<file path="config.mk">
export PLATFORM = sky130hd
export DESIGN_NAME = csr_file
export DESIGN_NICKNAME = d
export VERILOG_FILES = /design/src/rtl/csr_file_pkg.sv /design/src/rtl/csr_counter64.sv /design/src/rtl/csr_file.sv
export SDC_FILE = /design/constraint.sdc
export NUM_CORES = 1
export LEC_CHECK = 0
export CORE_ASPECT_RATIO = 1.2
export CORE_UTILIZATION = 40
export DETAILED_ROUTE_END_ITERATION = 10
export GPL_TIMING_DRIVEN = 0
export PLACE_DENSITY = 0.68
export SLEW_MARGIN = 25
export SYNTH_ARGS = -nofsm -noshare
export SYNTH_HDL_FRONTEND = slang
export SYNTH_HIERARCHICAL = 1
export SYNTH_SLANG_ARGS = --single-unit
export TNS_END_PERCENT = 30
</file>
<file path="constraint.sdc">
create_clock -name clock -period 3.9 [get_ports clock]
set_clock_uncertainty 0.05 [all_clocks]
set_input_delay 0.39 -clock clock [delete_from_list [all_inputs] [get_ports clock]]
set_output_delay 0.39 -clock clock [all_outputs]
set_load 0.02 [all_outputs]
</file>
<file path="src/rtl/csr_file_pkg.sv">
// Shared CSR op codes, CSR addresses, mstatus bit positions and helpers for csr_file.
// The counter addresses are only populated when CSR_COUNTERS_EN is defined.
`define CSR_OP_NONE   8'h00
`define CSR_OP_ECALL  8'h01
`define CSR_OP_MRET   8'h02
`define CSR_OP_CSRRW  8'h04
`define CSR_OP_CSRRS  8'h08

`define CSR_MSTATUS   12'h300
`define CSR_MTVEC     12'h305
`define CSR_MEPC      12'h341
`define CSR_MCAUSE    12'h342
`define CSR_MVENDORID 12'hF11
`define CSR_MARCHID   12'hF12
`define CSR_MCYCLE    12'hB00
`define CSR_MCYCLEH   12'hB80
`define CSR_MINSTRET  12'hB02
`define CSR_MINSTRETH 12'hB82

`define MSTATUS_MIE   3
`define MSTATUS_MPIE  7

package csr_file_pkg;

  localparam logic [31:0] MSTATUS_BASE   = 32'h0000_1800;
  localparam logic [31:0] MCAUSE_ECALL_M = 32'd11;
  localparam logic [31:0] ALIGN4_MASK    = 32'hFFFF_FFFC;

  // MPP is hard-wired to machine mode; only MIE/MPIE are live bits.
  function automatic logic [31:0] mstatus_view(input logic mie, input logic mpie);
    logic [31:0] v;
    v = MSTATUS_BASE;
    v[`MSTATUS_MIE]  = mie;
    v[`MSTATUS_MPIE] = mpie;
    return v;
  endfunction

endpackage

</file>
<file path="src/rtl/csr_counter64.sv">
// 64-bit counter with increment enable and per-half write; a write suppresses the increment.
import csr_file_pkg::*;

module csr_counter64 (
  input  logic        clock,
  input  logic        reset,
  input  logic        inc,
  input  logic        wr_lo,
  input  logic        wr_hi,
  input  logic [31:0] wdata,
  output logic [63:0] value
);

  // Written half takes the data, the other half holds, so no carry crosses on a write cycle.
  always_ff @(posedge clock or posedge reset) begin
    if (reset) begin
      value <= 64'd0;
    end else if (wr_lo) begin
      value[31:0] <= wdata;
    end else if (wr_hi) begin
      value[63:32] <= wdata;
    end else if (inc) begin
      value <= value + 64'd1;
    end else begin
      value <= value;
    end
  end

endmodule

</file>
<file path="src/rtl/csr_file.sv">
// Machine-mode CSR file with ECALL/MRET redirect; define CSR_COUNTERS_EN for mcycle/minstret.
import csr_file_pkg::*;

module csr_file #(
  parameter logic [31:0] VENDOR_ID = 32'h7973_7978,
  parameter logic [31:0] ARCH_ID   = 32'h0000_0000
) (
  input  logic        clock,
  input  logic        reset,
  input  logic        commit_valid_i,
  input  logic        commit_csr_i,
  input  logic [7:0]  csr_op_i,
  input  logic        csr_wena_i,
  input  logic [31:0] csr_waddr_i,
  input  logic [31:0] csr_wdata_i,
  input  logic [11:0] raddr_i,
  output logic [31:0] rdata_o,
  output logic        redirect_valid_o,
  output logic [31:0] redirect_pc_o
);

  logic        acc;
  logic        is_ecall;
  logic        is_mret;
  logic        gen_wr;
  logic [11:0] waddr;
  logic        unused_waddr_hi;

  logic        mie;
  logic        mpie;
  logic [31:0] mtvec;
  logic [31:0] mepc;
  logic [31:0] mcause;

  assign acc             = commit_valid_i & commit_csr_i;
  assign waddr           = csr_waddr_i[11:0];
  assign unused_waddr_hi = ^csr_waddr_i[31:12];
  assign is_ecall        = acc && (csr_op_i == `CSR_OP_ECALL);
  assign is_mret         = acc && (csr_op_i == `CSR_OP_MRET);
  // A trap op claims the cycle; its generic write (if any) is discarded.
  assign gen_wr          = acc & csr_wena_i & ~is_ecall & ~is_mret;

`ifdef CSR_COUNTERS_EN
  logic [63:0] mcycle;
  logic [63:0] minstret;

  csr_counter64 u_mcycle (
    .clock (clock),
    .reset (reset),
    .inc   (1'b1),
    .wr_lo (gen_wr && (waddr == `CSR_MCYCLE)),
    .wr_hi (gen_wr && (waddr == `CSR_MCYCLEH)),
    .wdata (csr_wdata_i),
    .value (mcycle)
  );

  csr_counter64 u_minstret (
    .clock (clock),
    .reset (reset),
    .inc   (commit_valid_i),
    .wr_lo (gen_wr && (waddr == `CSR_MINSTRET)),
    .wr_hi (gen_wr && (waddr == `CSR_MINSTRETH)),
    .wdata (csr_wdata_i),
    .value (minstret)
  );
`endif

  // Architectural state update and registered redirect generation.
  always_ff @(posedge clock or posedge reset) begin
    if (reset) begin
      mie              <= 1'b0;
      mpie             <= 1'b0;
      mtvec            <= 32'd0;
      mepc             <= 32'd0;
      mcause           <= 32'd0;
      redirect_valid_o <= 1'b0;
      redirect_pc_o    <= 32'd0;
    end else begin
      // Back-to-back traps collapse into a single flush pulse.
      redirect_valid_o <= (is_ecall | is_mret) & ~redirect_valid_o;
      if (is_ecall) begin
        mepc          <= csr_wdata_i & ALIGN4_MASK;
        mcause        <= MCAUSE_ECALL_M;
        mpie          <= mie;
        mie           <= 1'b0;
        redirect_pc_o <= mtvec;
      end else if (is_mret) begin
        mie           <= mpie;
        mpie          <= 1'b1;
        redirect_pc_o <= mepc;
      end else if (gen_wr) begin
        case (waddr)
          `CSR_MSTATUS: begin
            mie  <= csr_wdata_i[`MSTATUS_MIE];
            mpie <= csr_wdata_i[`MSTATUS_MPIE];
          end
          `CSR_MTVEC:  mtvec  <= csr_wdata_i & ALIGN4_MASK;
          `CSR_MEPC:   mepc   <= csr_wdata_i & ALIGN4_MASK;
          `CSR_MCAUSE: mcause <= csr_wdata_i;
          default: begin
            mtvec <= mtvec;
          end
        endcase
      end else begin
        redirect_pc_o <= redirect_pc_o;
      end
    end
  end

  // Combinational read port from current state; no same-cycle write bypass.
  always_comb begin
    rdata_o = 32'd0;
    case (raddr_i)
      `CSR_MSTATUS:   rdata_o = mstatus_view(mie, mpie);
      `CSR_MTVEC:     rdata_o = mtvec;
      `CSR_MEPC:      rdata_o = mepc;
      `CSR_MCAUSE:    rdata_o = mcause;
      `CSR_MVENDORID: rdata_o = VENDOR_ID;
      `CSR_MARCHID:   rdata_o = ARCH_ID;
`ifdef CSR_COUNTERS_EN
      `CSR_MCYCLE:    rdata_o = mcycle[31:0];
      `CSR_MCYCLEH:   rdata_o = mcycle[63:32];
      `CSR_MINSTRET:  rdata_o = minstret[31:0];
      `CSR_MINSTRETH: rdata_o = minstret[63:32];
`endif
      default:        rdata_o = 32'd0;
    endcase
  end

endmodule

</file>
==> reports/qor.yml, run 1 <==
outcome:
  outcome: "complete, but fails checks"
  violations: "DRC"
clock_network:
  numCtsBuffers: 17
  clk_latency_ns: 0.42
  post_cts_buffers: 0
  cts.sinks: 125
  path_clk_slew_ns: 0.06
  clockBufferDepth: 2
  cts_tree: "yes"
  clockRootBuffer: "clkbuf_16"
  cts-htree-levels: 4
pwr:
  vdd_ir_drop_max_mv: 0.260
  static-leakage-power_uw: 0.00376
  netSwitchingFraction_pct: 20.4
  seq_power_share_pct: 38.5
  clock_power_share_pct: 56.7
  intPower_uw: 2720
  p_sw_uw: 696
  comb_power_share_pct: 4.8
  power_density_nw_per_um2: 423
global_routing:
  grt_pass1_wl_mm: 28.3
  grt_pass1_vias: 5191
  grt_usage_pct: 24.9
  antenna_found_initial: 0
  grt_max_degree: 66
  overflow: 0
setup_path:
  slowest_stage: "clkdlybuf4s50_1"
  cp_top_family: "buffers and inverters"
  slowest_delay_ns: 0.55
  worstPathArrival_ns: 3.16
  crit_buf_inv: 6
  worstSetupPathType: "in -> out"
  startpoint: "raddr_i[2]"
  startpoint_type: "input port"
  path_cells: "clkdlybuf4s50_1, buf_2, inv_1, nand2b_1, clkbuf_1, buf_2, a21oi_1, a221o_1, clkdlybuf4s50_1"
  timing.rr.start: "mie$_DFFE_PP0P_"
  cp.required_ns: 3.46
  crit_path_end_kind: "output port"
  path_max_fanout: 10
floorplanning:
  die_w_um: 112
  ios: 154
  core-area_um2: 14000
  initial_utilization_pct: 41.4
  die_h_um: 134
  num_rows: 47
  die_area_um2: 15000
drt:
  ant_nets: 0
  routed_via_density: 5.93
  num_vias: 4951
  drt-initial-drc-count: 373
  wire_per_inst_um: 21.3
  drc: 9
  drt-total-wl_mm: 17.8
  first_pass_iters: 8
synth:
  syn_inst: 499
  avgSynthCellArea_um2: 11.6
  synth_edf_count: 0
  synth_top_flop_cell: "dfrtp_1"
  yosysMostFrequentCell: "dfrtp_1"
  syn_area_um2: 5790
  ys_async_sr_fraction_pct: 100
  synth_top_area_cell: "dfrtp_1"
  ys_seq_area_share_pct: 54.0
  ys_types: 43
  synth_area_leaders: "dfrtp_1 54%, mux2_2 12%, a22oi_1 5.6%"
  synth_top_area_share_pct: 54.0
  ys_warn_count: 6
  synth_common_cells: "125 x dfrtp_1, 84 x nand2_1, 61 x mux2_2"
  yosys_register_bits: 125
cells_and_area:
  layoutNonFillerInstCount: 835
  fillers: 1167
  syn_to_final_growth_pct: 39.5
  drive_gt1_share_pct: 20.3
  diodes: 0
  num-nets-final: 740
job:
  max_cap_viol_count: 0
sta:
  tns_ns: 0
  final-hold-violation-count: 0
  fin_crit_ns: 3.60
  fmax_ghz: 0.278
  finalSetupViolations: 0
  post-route-worst-setup-slack_ns: 0.305
  rsz0062_at_grt: "false"
  worst_slew_pin_slew_ns: 0.694
  period_share_pct: 92.2
  final-max-slew-violation-count: 0
  slew_headroom_pct: 53.7
placed_design:
  gp_congestion: 0.871
  dp_slack_ns: 0.194
  numPortBuffers: 131
  dpl.cell_count: 803
  dp_hpwl_mm: 11.9
worst_hold_path:
  min_path_type: "in -> async"
-- timing repair --
| action | CTS | global route |
|---|---|---|
| hold buffers | 0 | 0 |
| endpoints found under the setup margin | 0 | 4 |
| resized for setup | 0 | 1 |
-- final cells by class --
class,count,area (um2),area share [%]
buffer,39,221,2.74
clock inverter,15,292,3.61
clock buffer,17,425,5.26
multi-input combinational,331,2440,30.2
sequential,125,3130,38.7
timing repair buffer,132,1340,16.6
inverter,5,26.3,0.325
tap,171,214,2.65
-- registers in the layout, indices dropped and copies added, names as in the netlist --
signal,cells
mepc,30
mcause,32
redirect_pc_o,30
mtvec,30
redirect_valid_o,1
mpie,1
mie,1
-- cell usage in the layout (no fill, tap or decap), drive strengths merged, types with 2 or more instances in the layout --
| master | Yosys | routed |
|---|---|---|
| nor3 | 5 | 5 |
| nand2 | 84 | 84 |
| and3 | 3 | 3 |
| a22o | 30 | 30 |
| nor4bb | 3 | 3 |
| clkinv | 0 | 4 |
| nand3 | 19 | 19 |
| o21ai | 2 | 2 |
| mux2 | 61 | 61 |
| buf | 28 | 29 |
| bufinv | 0 | 8 |
| nor2b | 2 | 2 |
| inv | 5 | 6 |
| o211ai | 2 | 2 |
| clkinvlp | 0 | 2 |
| clkdlybuf4s50 | 0 | 131 |
| a22oi | 43 | 43 |
| conb | 1 | 2 |
| clkbuf | 11 | 28 |
| nand4 | 4 | 4 |
| a21oi | 22 | 22 |
| a31oi | 2 | 2 |
| or2 | 2 | 2 |
| dfrtp | 125 | 125 |
| nor4 | 8 | 8 |
| and2 | 2 | 2 |
| nand2b | 2 | 2 |
| a221o | 17 | 17 |
| and4bb | 2 | 2 |
| nor2 | 2 | 2 |
-- metal layers --
metal  vias up  global-route usage [%]  wire, um
met5         -                       0         0
met4         0                    11.9       508
met3        48                    5.92      1290
met2       244                    40.2      8630
met1      2510                    31.6      7390
li1       2149                       -         -
-- power groups by stage --
stage | clock network (uW) | registers [uW] | logic [uW]
final | 1940 | 1320 | 163
after global routing | 2000 | 1320 | 177
after detailed placement | 0 | 1340 | 162
after CTS | 1940 | 1320 | 163
after global placement | 0 | 1340 | 153
after floorplan | 0 | 1340 | 54.0
-- metrics by stage --
stage | instance area [um2] | power [uW] | util [%] | hold slack, ns
2_1_floorplan | 5800 | 1390 | - | 0.423
3_3_place_gp | 7320 | 1490 | 52.3 | 0.364
3_5_place_dp | 7360 | 1500 | 52.6 | 0.373
4_1_cts | 8070 | 3420 | 57.7 | 0.366
5_1_grt | 8080 | 3500 | 57.8 | 0.385
6_report | 8080 | 3420 | 57.8 | 0.351
-- worst paths after layout --
kind | endpoint | slack (ns) | cells past startpoint
hold / removal | mtvec[31]$_DFFE_PP0P_ | 0.35 | 2
min in group clock | redirect_valid_o$_DFF_PP0_ | 0.39 | 1
max in group asynchronous | mepc[10]$_DFFE_PP0P_ | 2.78 | 3
setup / recovery | rdata_o[16] | 0.30 | 9
hold reg to reg | redirect_valid_o$_DFF_PP0_ | 0.39 | 1
setup reg to reg | mie$_DFFE_PP0P_ | 2.87 | 2
-- worst reg2reg max path, cell delays in order, from the launching register on --
cell	delay (ns)
dfrtp_1	0.41
mux2_2	0.27
a22o_1	0.19
-- logic make-up (layout without fill, tap and decap cells) --
family / Yosys count / in the layout / synth area share, %
AND/OR/NAND/NOR: 146 / 146 / 13.7
flip-flops: 125 / 125 / 54.0
AO/OA/AOI/OAI: 121 / 121 / 16.0
multiplexers: 62 / 62 / 12.0
buffers and inverters: 44 / 208 / 4.15
other: 1 / 2 / 0.0647
No activity file was read; power rests on OpenSTA's default activity.
==> run 2, diff against run 1 <==
--- a/config.mk
+++ b/config.mk
@@ -9,7 +9,7 @@
 export CORE_UTILIZATION = 40
 export DETAILED_ROUTE_END_ITERATION = 10
 export GPL_TIMING_DRIVEN = 0
-export PLACE_DENSITY = 0.68
+export PLACE_DENSITY = 0.72
 export SLEW_MARGIN = 25
 export SYNTH_ARGS = -nofsm -noshare
 export SYNTH_HDL_FRONTEND = slang
==> run 2 against run 1 <==
Sequential share of layout area increased by 0.33 points. Largest cell class unchanged. Utilization fell by 0.49 points. Critical endpoint is now rdata_o[29]. The run still ends with DRC left. Total power shrank 5.2%. Largest power group unchanged. Highest routed layer unchanged.
==> reports/qor.yml, run 2 (same netlist as run 1, synthesis figures left out) <==
cells_and_area:
  regMostFlops: "mcause"
  fillers: 1184  # +1.5%
  num-nets-final: 740  # unchanged
  layout_common_cells: "131 x clkdlybuf4s50_1, 125 x dfrtp_1, 84 x nand2_1"
  syn_to_final_growth_pct: 38.3
  drive_gt1_share_pct: 20.2  # -0.15 points
  multiInputGateArea_um2: 2430  # -0.36%
  largest_reg_flops: 32  # unchanged
  seqCellArea_um2: 3130  # unchanged
  diodes: 0  # unchanged
  layout_commonest_cell: "clkdlybuf4s50_1"
  final_util_pct: 57.3  # -0.49 points
  final_area_um2: 8010  # -0.85%
  layoutNonFillerInstCount: 835  # unchanged
setup_path:
  worstSetupPathType: "in -> out"
  startpoint_type: "input port"
  worstPathArrival_ns: 3.30  # +0.14 ns
  ff2ff_setup_slack_ns: 2.85  # -0.02 ns
  path_max_fanout: 10  # unchanged
  crit_path_end_kind: "output port"
  cp.required_ns: 3.46  # about the same
clock_network:
  clk_latency_ns: 0.42  # about the same
  ctsResizeCount: 0  # unchanged
  cts_hold_buf: 0  # unchanged
  path_clk_slew_ns: 0.06  # about the same
  clockRootBuffer: "clkbuf_16"
  cts-htree-levels: 4  # unchanged
  numCtsBuffers: 17  # unchanged
  cts_tree: "yes"
  cts.sinks: 125  # unchanged
  clockBufferDepth: 2  # unchanged
  post_cts_buffers: 0  # unchanged
outcome:
  outcome: "complete, but fails checks"
  violations: "DRC"
sta:
  fin_crit_ns: 3.74  # +0.145 ns
  period_share_pct: 95.9  # +3.7 points
  fmax_ghz: 0.267  # -3.9%
  final-hold-violation-count: 0  # unchanged
  worst_slew_pin_slew_ns: 0.910  # +0.216 ns
  post-route-worst-setup-slack_ns: 0.160  # -0.145 ns
  final-max-slew-violation-count: 0  # unchanged
  rsz0062_at_grt: "false"
  finalSetupViolations: 0  # unchanged
  slew_headroom_pct: 39.2  # -15 points
floorplanning:
  num_rows: 47  # unchanged
  die_area_um2: 15000  # unchanged
  die_h_um: 134  # unchanged
  ios: 154  # unchanged
  core-area_um2: 14000  # unchanged
  die_w_um: 112  # unchanged
  initial_utilization_pct: 41.4  # unchanged
placed_design:
  dp_slack_ns: 0.248  # +0.0537 ns
  dp_hpwl_mm: 12.0  # +0.33%
  gp_congestion: 0.804  # -7.7%
  dpl.cell_count: 803  # unchanged
  numPortBuffers: 131  # unchanged
  dpl-instance-area_um2: 7360  # unchanged
drt:
  drt-initial-drc-count: 330  # -12%
  ant_nets: 0  # unchanged
  num_vias: 4894  # -1.2%
  wire_per_inst_um: 21.0  # -1.6%
  first_pass_iters: 10  # +2
  drc: 9  # unchanged
  drt-total-wl_mm: 17.5  # -1.6%
  routed_via_density: 5.86  # -1.2%
global_routing:
  grt_usage_pct: 24.6  # -0.30 points
  overflow: 0  # unchanged
  grt_pass1_vias: 5232  # +0.79%
  grt_max_degree: 95  # +44%
  antenna_found_initial: 0  # unchanged
  grt_pass1_wl_mm: 28.0  # -1.3%
pwr:
  vdd_ir_drop_max_mv: 0.274  # +5.3%
  static-leakage-power_uw: 0.00372  # -1.2%
  power_density_nw_per_um2: 404  # -4.4%
worst_hold_path:
  min_path_type: "in -> async"
job:
  max_cap_viol_count: 0  # unchanged
## run 2: where the power goes
group	leakage [uW]	switching, uW	internal [uW]	total, uW
clock network	0.000302	607	1150	1760
registers	0.00173	8.47	1310	1320
logic	0.00169	78.0	83.8	162
## run 2: final timing paths
path	start	endpoint	depth (start not counted)
max	raddr_i[4]	rdata_o[29]	7
min	reset	redirect_pc_o[31]$_DFFE_PP0N_	2
max reg2reg	mie$_DFFE_PP0P_	mie$_DFFE_PP0P_	2
min reg2reg	redirect_valid_o$_DFF_PP0_	redirect_valid_o$_DFF_PP0_	1
max in group asynchronous	reset	mepc[10]$_DFFE_PP0P_	3
min in group clock	redirect_valid_o$_DFF_PP0_	redirect_valid_o$_DFF_PP0_	1
## run 2: metrics by stage
stage / total power [uW] / hold WS (ns) / TNS (ns)
floorplan: 1390 / 0.423 / 0
global placement: 1490 / 0.367 / -176.14
detailed placement: 1500 / 0.369 / 0
CTS: 3250 / 0.279 / 0
global route: 3330 / 0.296 / 0
finish: 3240 / 0.273 / 0
## run 2: area by class of cell
type,count,share of cell area [%]
plain buffers,39,2.76
repair buffers,132,16.7
well taps,171,2.67
multi-input cells,331,30.3
clock inverters,13,2.67
flip-flops and latches,125,39.0
clock buffers,19,5.53
inverters,5,0.328
## run 2: worst max-delay path, stage by stage
cell and delay (ns):
clkdlybuf4s50_1 0.54, nor4b_2 0.86, buf_2 0.39, nand3_1 0.11, a21oi_1 0.23, a221o_1 0.16, clkdlybuf4s50_1 0.61
## run 2: routing by layer
| metal | routed length (um) | vias to the layer above | GRT usage [%] |
|---|---|---|---|
| li1 | - | 2165 | - |
| met1 | 7100 | 2486 | 30.4 |
| met2 | 8850 | 208 | 41.9 |
| met3 | 1210 | 35 | 6.15 |
| met4 | 376 | 0 | 8.78 |
| met5 | 0 | - | 0 |
